<file path="src/rtl/div_unit.sv">
// 32-bit restoring divider (signed/unsigned), one quotient bit per cycle.
// Optional macro DIV_UNIT_FAST_SPECIAL_EN: divide-by-zero and signed overflow finish in one cycle.
module div_unit (
  input  logic        clk,
  input  logic        rst_n,
  input  logic        in_valid,
  output logic        in_ready,
  input  logic [1:0]  ctrl,
  input  logic [31:0] dividend,
  input  logic [31:0] divisor,
  output logic [31:0] quotient,
  output logic [31:0] remainder,
  output logic        done,
  output logic [1:0]  state_dbg
);

  // Handshake: a request is taken on a rising edge with in_valid && in_ready;
  // in_ready is high only in IDLE, and nothing presented outside IDLE is queued.
  typedef enum logic [1:0] {IDLE = 2'd0, ITER = 2'd1, FIN = 2'd2} state_t;

  state_t      state_q, state_d;
  logic [4:0]  cnt_q, cnt_d;
  logic [32:0] acc_q, acc_d;
  logic [31:0] quo_q, quo_d;
  logic [31:0] dvs_q, dvs_d;
  logic [31:0] dvd_q, dvd_d;
  logic        neg_q_q, neg_q_d;
  logic        neg_r_q, neg_r_d;
  logic        div0_q, div0_d;
  logic        ovf_q, ovf_d;
  logic [31:0] quotient_q, quotient_d;
  logic [31:0] remainder_q, remainder_d;
  logic        done_q, done_d;

  logic        unused_ctrl_bit1;
  logic        signed_op, a_neg, b_neg, in_div0, in_ovf;
  logic [31:0] a_mag, b_mag;
  logic [32:0] shifted, acc_n;
  logic        ge;
  logic [31:0] quo_n, q_fix, r_fix;

  assign unused_ctrl_bit1 = ctrl[1];

  assign in_ready  = (state_q == IDLE);
  assign quotient  = quotient_q;
  assign remainder = remainder_q;
  assign done      = done_q;
  assign state_dbg = state_q;

  always_comb begin
    signed_op = ~ctrl[0];
    a_neg     = signed_op & dividend[31];
    b_neg     = signed_op & divisor[31];
    a_mag     = a_neg ? (32'd0 - dividend) : dividend;
    b_mag     = b_neg ? (32'd0 - divisor) : divisor;
    in_div0   = (divisor == 32'd0);
    in_ovf    = signed_op && (dividend == 32'h8000_0000) && (divisor == 32'hFFFF_FFFF);

    // One restoring step: shift in the next dividend bit, subtract if it fits.
    shifted = {acc_q[31:0], quo_q[31]};
    ge      = (shifted >= {1'b0, dvs_q});
    acc_n   = ge ? (shifted - {1'b0, dvs_q}) : shifted;
    quo_n   = {quo_q[30:0], ge};
    q_fix   = neg_q_q ? (32'd0 - quo_n) : quo_n;
    r_fix   = neg_r_q ? (32'd0 - acc_n[31:0]) : acc_n[31:0];
  end

  always_comb begin
    state_d     = state_q;
    cnt_d       = cnt_q;
    acc_d       = acc_q;
    quo_d       = quo_q;
    dvs_d       = dvs_q;
    dvd_d       = dvd_q;
    neg_q_d     = neg_q_q;
    neg_r_d     = neg_r_q;
    div0_d      = div0_q;
    ovf_d       = ovf_q;
    quotient_d  = quotient_q;
    remainder_d = remainder_q;
    done_d      = 1'b0;
    case (state_q)
      IDLE: begin
        if (in_valid) begin
          cnt_d   = 5'd0;
          acc_d   = 33'd0;
          quo_d   = a_mag;
          dvs_d   = b_mag;
          dvd_d   = dividend;
          neg_q_d = a_neg ^ b_neg;
          neg_r_d = a_neg;
          div0_d  = in_div0;
          ovf_d   = in_ovf;
`ifdef DIV_UNIT_FAST_SPECIAL_EN
          if (in_div0 || in_ovf) begin
            state_d     = FIN;
            done_d      = 1'b1;
            quotient_d  = in_div0 ? 32'hFFFF_FFFF : 32'h8000_0000;
            remainder_d = in_div0 ? dividend : 32'd0;
          end else begin
            state_d = ITER;
          end
`else
          state_d = ITER;
`endif
        end
      end
      ITER: begin
        acc_d = acc_n;
        quo_d = quo_n;
        cnt_d = cnt_q + 5'd1;
        if (cnt_q == 5'd31) begin
          state_d = FIN;
          done_d  = 1'b1;
          // Special cases override the iterated result so both builds agree.
          if (div0_q) begin
            quotient_d  = 32'hFFFF_FFFF;
            remainder_d = dvd_q;
          end else if (ovf_q) begin
            quotient_d  = 32'h8000_0000;
            remainder_d = 32'd0;
          end else begin
            quotient_d  = q_fix;
            remainder_d = r_fix;
          end
        end
      end
      FIN: begin
        state_d = IDLE;
      end
      default: begin
        state_d = IDLE;
      end
    endcase
  end

  always_ff @(posedge clk or negedge rst_n) begin
    if (!rst_n) begin
      state_q     <= IDLE;
      cnt_q       <= 5'd0;
      acc_q       <= 33'd0;
      quo_q       <= 32'd0;
      dvs_q       <= 32'd0;
      dvd_q       <= 32'd0;
      neg_q_q     <= 1'b0;
      neg_r_q     <= 1'b0;
      div0_q      <= 1'b0;
      ovf_q       <= 1'b0;
      quotient_q  <= 32'd0;
      remainder_q <= 32'd0;
      done_q      <= 1'b0;
    end else begin
      state_q     <= state_d;
      cnt_q       <= cnt_d;
      acc_q       <= acc_d;
      quo_q       <= quo_d;
      dvs_q       <= dvs_d;
      dvd_q       <= dvd_d;
      neg_q_q     <= neg_q_d;
      neg_r_q     <= neg_r_d;
      div0_q      <= div0_d;
      ovf_q       <= ovf_d;
      quotient_q  <= quotient_d;
      remainder_q <= remainder_d;
      done_q      <= done_d;
    end
  end

endmodule
</file>
<file path="config.mk">
export PLATFORM = sky130hd
export DESIGN_NAME = div_unit
export DESIGN_NICKNAME = d
export VERILOG_FILES = /design/src/rtl/div_unit.sv
export SDC_FILE = /design/constraint.sdc
export NUM_CORES = 1
export LEC_CHECK = 0
export ABC_CLOCK_PERIOD_IN_PS = 10040
export CORE_ASPECT_RATIO = 1.1
export CORE_MARGIN = 2
export CORE_UTILIZATION = 35
export CTS_BUF_LIST = sky130_fd_sc_hd__clkbuf_2 sky130_fd_sc_hd__clkbuf_4 sky130_fd_sc_hd__clkbuf_8
export CTS_CLUSTER_DIAMETER = 60
export DETAILED_ROUTE_END_ITERATION = 10
export PLACE_DENSITY = 0.53
export SETUP_SLACK_MARGIN = 0.3
export SLEW_MARGIN = 20
export SYNTH_ARGS = -nofsm -noshare
export SYNTH_HDL_FRONTEND = slang
export SYNTH_SLANG_ARGS = --single-unit
</file>
<file path="constraint.sdc">
create_clock -name clk -period 10.04 [get_ports clk]
set_clock_uncertainty 0.05 [all_clocks]
set_input_delay 2.008 -clock clk [delete_from_list [all_inputs] [get_ports clk]]
set_output_delay 2.008 -clock clk [all_outputs]
set_load 0.03 [all_outputs]
</file>
==> flow_summary.yaml <==
yosys:
  yosysTopAreaCellShare_pct: 37.76
  synth_area_um2: 13520
  ys_ff_latch: 204
  synth_area_leader_cell: "dfrtp_1"
  synthCells: 1680
  synth-edff-count: 0
  ys_warn_count: 0
  yosys-top-cells-area: "dfrtp_1 (38%), o21ai_0 (7.6%), nand2_1 (7.4%), xnor2_1 (5.2%), a21oi_1 (4.5%)"
  synth-main-ff-cell: "dfrtp_1"
  seq_area_frac_synth_pct: 37.76
  syn-num-nets: 1789
  synthArstFlopShare_pct: 100.0
  yosys.cell_types.count: 71
  avgSynthCellArea_um2: 8.047
critical_path:
  path_cells: "ha_1 > a21oi_1 > o21ai_0 > a21oi_1 > a31oi_2 > o21a_1 > inv_2 > buf_4 > mux2i_1 > ha_1 > nand3b_1 > nor3_1 > mux2i_1 > or2_2 > o41ai_1 > xnor2_1 > o22ai_1"
  path_class: "reg -> reg"
  cp_data_required_time_ns: 10.42
  cp_slowest_cell: "o41ai_1"
  cpPeakStageDelay_ns: 0.51
  cp_max_fo: 31
  crit_arrival_ns: 6.15
  crit_path_start_kind: "flop"
  cp-end-kind: "flop"
run_status:
  status: "complete, no violations"
timing:
  slew_headroom_pct: 25.62
  fin_crit_ns: 5.767
  grt_setup_unrepaired: "no"
  finalHoldViolations: 0
  finalMaxSlewViolations: 0
  fin_crit_sh_pct: 57.44
  setup_viol: 0
  fmax_ghz: 0.1734
  setup-tns-final_ns: 0
  layout_setup_ws_ns: 4.273
  worst_slew_pin_slew_ns: 1.113
final_layout:
  area_growth_pct: 19.12
  fin_util_pct: 42.27
  design_area_um2: 16100
  final_net_count: 1878
  drive_gt1_share_pct: 6.340
  antenna_cells: 0
route:
  drt_iter0_markers: 720
  first_pass_iters: 5
  avgRoutedWirePerCell_um: 18.57
  num_vias: 12310
  wl_mm: 42.67
  viasPerCell: 5.356
  route.antenna.remaining_nets: 0
  drc: 0
power:
  ir_drop_v: 0.0001507
  combPwrFrac_pct: 63.1
  net-switching-power_w: 0.003459
  p_clk_share_pct: 13.8
  leakagePower_nw: 6.668
  seqPwrFrac_pct: 23.2
  power.density_nw_per_um2: 425.8
  total_power_w: 0.006858
  swShare_pct: 50.44
  p_int_w: 0.003399
placed_design:
  globalplace.congestion: 0.8947
  dpl-instance-area_um2: 15210
  dpl_worst_slack_ns: 4.339
  io_buffers: 135
  hpwl_mm: 31.31
global_route:
  grtUsageTotal_pct: 21.37
  grt_max_degree: 113
  grt_pass1_wl_mm: 67.47
  overflow: 0
  antenna_found_initial: 0
  grt_pass1_vias: 11970
clocking:
  cts_resized: 0
  cts_num_sinks: 204
  cts_tree: "yes"
  numCtsBuffers: 40
  clockRootBuffer: "clkbuf_8"
  insertion_delay_ns: 0.58
  clock_path_buffers: 3
  cts_max_level: 2
  postCtsHoldBufs: 0
  clk_pin_slew_ns: 0.06
  post_cts.repair.setup_buffers: 0
die:
  core_um2: 38100
  ioPinCount: 137
  die_y_um: 210.1
  dieArea_um2: 40220
  die_w_um: 191.4
  rows: 75
  initial_core_util_pct: 35.48
flow_run:
  max_cap_viol_count: 0
min_path:
  hp-class: "reg -> reg"
## cell usage in the layout (no fill, tap or decap), drive strengths merged, types with 48 or more instances in the layout
cell type      instances
a21oi                122
nor2                 125
inv                   58
dfrtp                204
xor2                  62
nand2                266
o21ai                207
xnor2                 80
nand3                 48
clkbuf                62
clkdlybuf4s50        134
## routing by layer
metal  share of wire (%)  GRT usage, %  wire length, um
met4                 2.8         6.711             1175
met2                  48         35.99            20620
met1                  45         28.06            19130
met3                 4.1         3.330             1747
met5                   0             0                0
## power groups by stage
stage	sequential [W]	combinational, W	clock, W
floorplan	0.00168	0.00297	0
detailed placement	0.00159	0.00433	0
global placement	0.00159	0.00430	0
finish	0.00159	0.00432	0.000944
global route	0.00164	0.00482	0.00101
CTS	0.00158	0.00434	0.000971
## final timing paths
kind,from,to,slack (ns),cells past startpoint
max in group asynchronous,rst_n,dvs_q[15],7.10,2
hold / removal,quotient[14],quotient[14],0.42,2
hold reg to reg,quotient[14],quotient[14],0.42,2
setup reg to reg,acc_q[11],remainder[26],4.27,17
min in group asynchronous,rst_n,quotient[1],1.49,1
setup / recovery,acc_q[11],remainder[26],4.27,17
## flip-flops by register name, summed over array words and instances (netlist names)
name	cells
acc_q	32
cnt_q	5
div0_q	1
done	1
dvd_q	32
dvs_q	32
neg_q_q	1
neg_r_q	1
ovf_q	1
quo_q	32
quotient	32
remainder	32
state_dbg	2
## cells by family after synthesis
group                    share of synthesized area [%]
buffers and inverters                            4.739
AO/OA/AOI/OAI                                    22.67
flip-flops                                       37.76
adder cells (fa/ha/maj)                          3.758
XOR/XNOR                                         9.199
multiplexers                                     1.342
AND/OR/NAND/NOR                                  20.54
## cells in the mapped netlist (all sizes together), types with 14 or more instances
library cell / instances
a22oi: 33
buf: 28
inv: 57
o31ai: 26
a21oi: 122
nor4: 25
nor2: 125
nor3: 36
clkbuf: 76
mux2i: 17
or3: 14
dfrtp: 204
nand2: 266
ha: 39
nand3: 48
nand4: 22
xor2: 62
xnor2: 80
o21ai: 207
## per-stage QoR
| stage | instances | hold WS [ns] |
|---|---|---|
| after floorplan | 1680 | 0.3879 |
| after detailed placement | 2227 | 0.4062 |
| after global placement | 2227 | 0.4020 |
| after global routing | 2298 | 0.4435 |
| after CTS | 2298 | 0.4234 |
| final | 2298 | 0.4205 |
## critical path, delay by kind of cell (launching register included)
kind            cells  cell delay (ns)
simple gates        3             0.68
buf+inv             2             0.87
mux                 2             0.59
flops               1             0.49
xor+xnor            1             0.28
compound gates      7             1.92
fa+ha+maj           2             0.72
## final cells by class
class | instances | area [um2]
Timing Repair Buffer | 151 | 1475
Sequential cell | 204 | 5106
Tap cell | 500 | 625.6
Inverter | 57 | 214.0
Clock inverter | 10 | 133.9
Fill cell | 3984 | 21990
Clock buffer | 61 | 758.2
Multi-Input combinational cell | 1315 | 7791
Note: power is estimated with default switching activity, not from simulation.
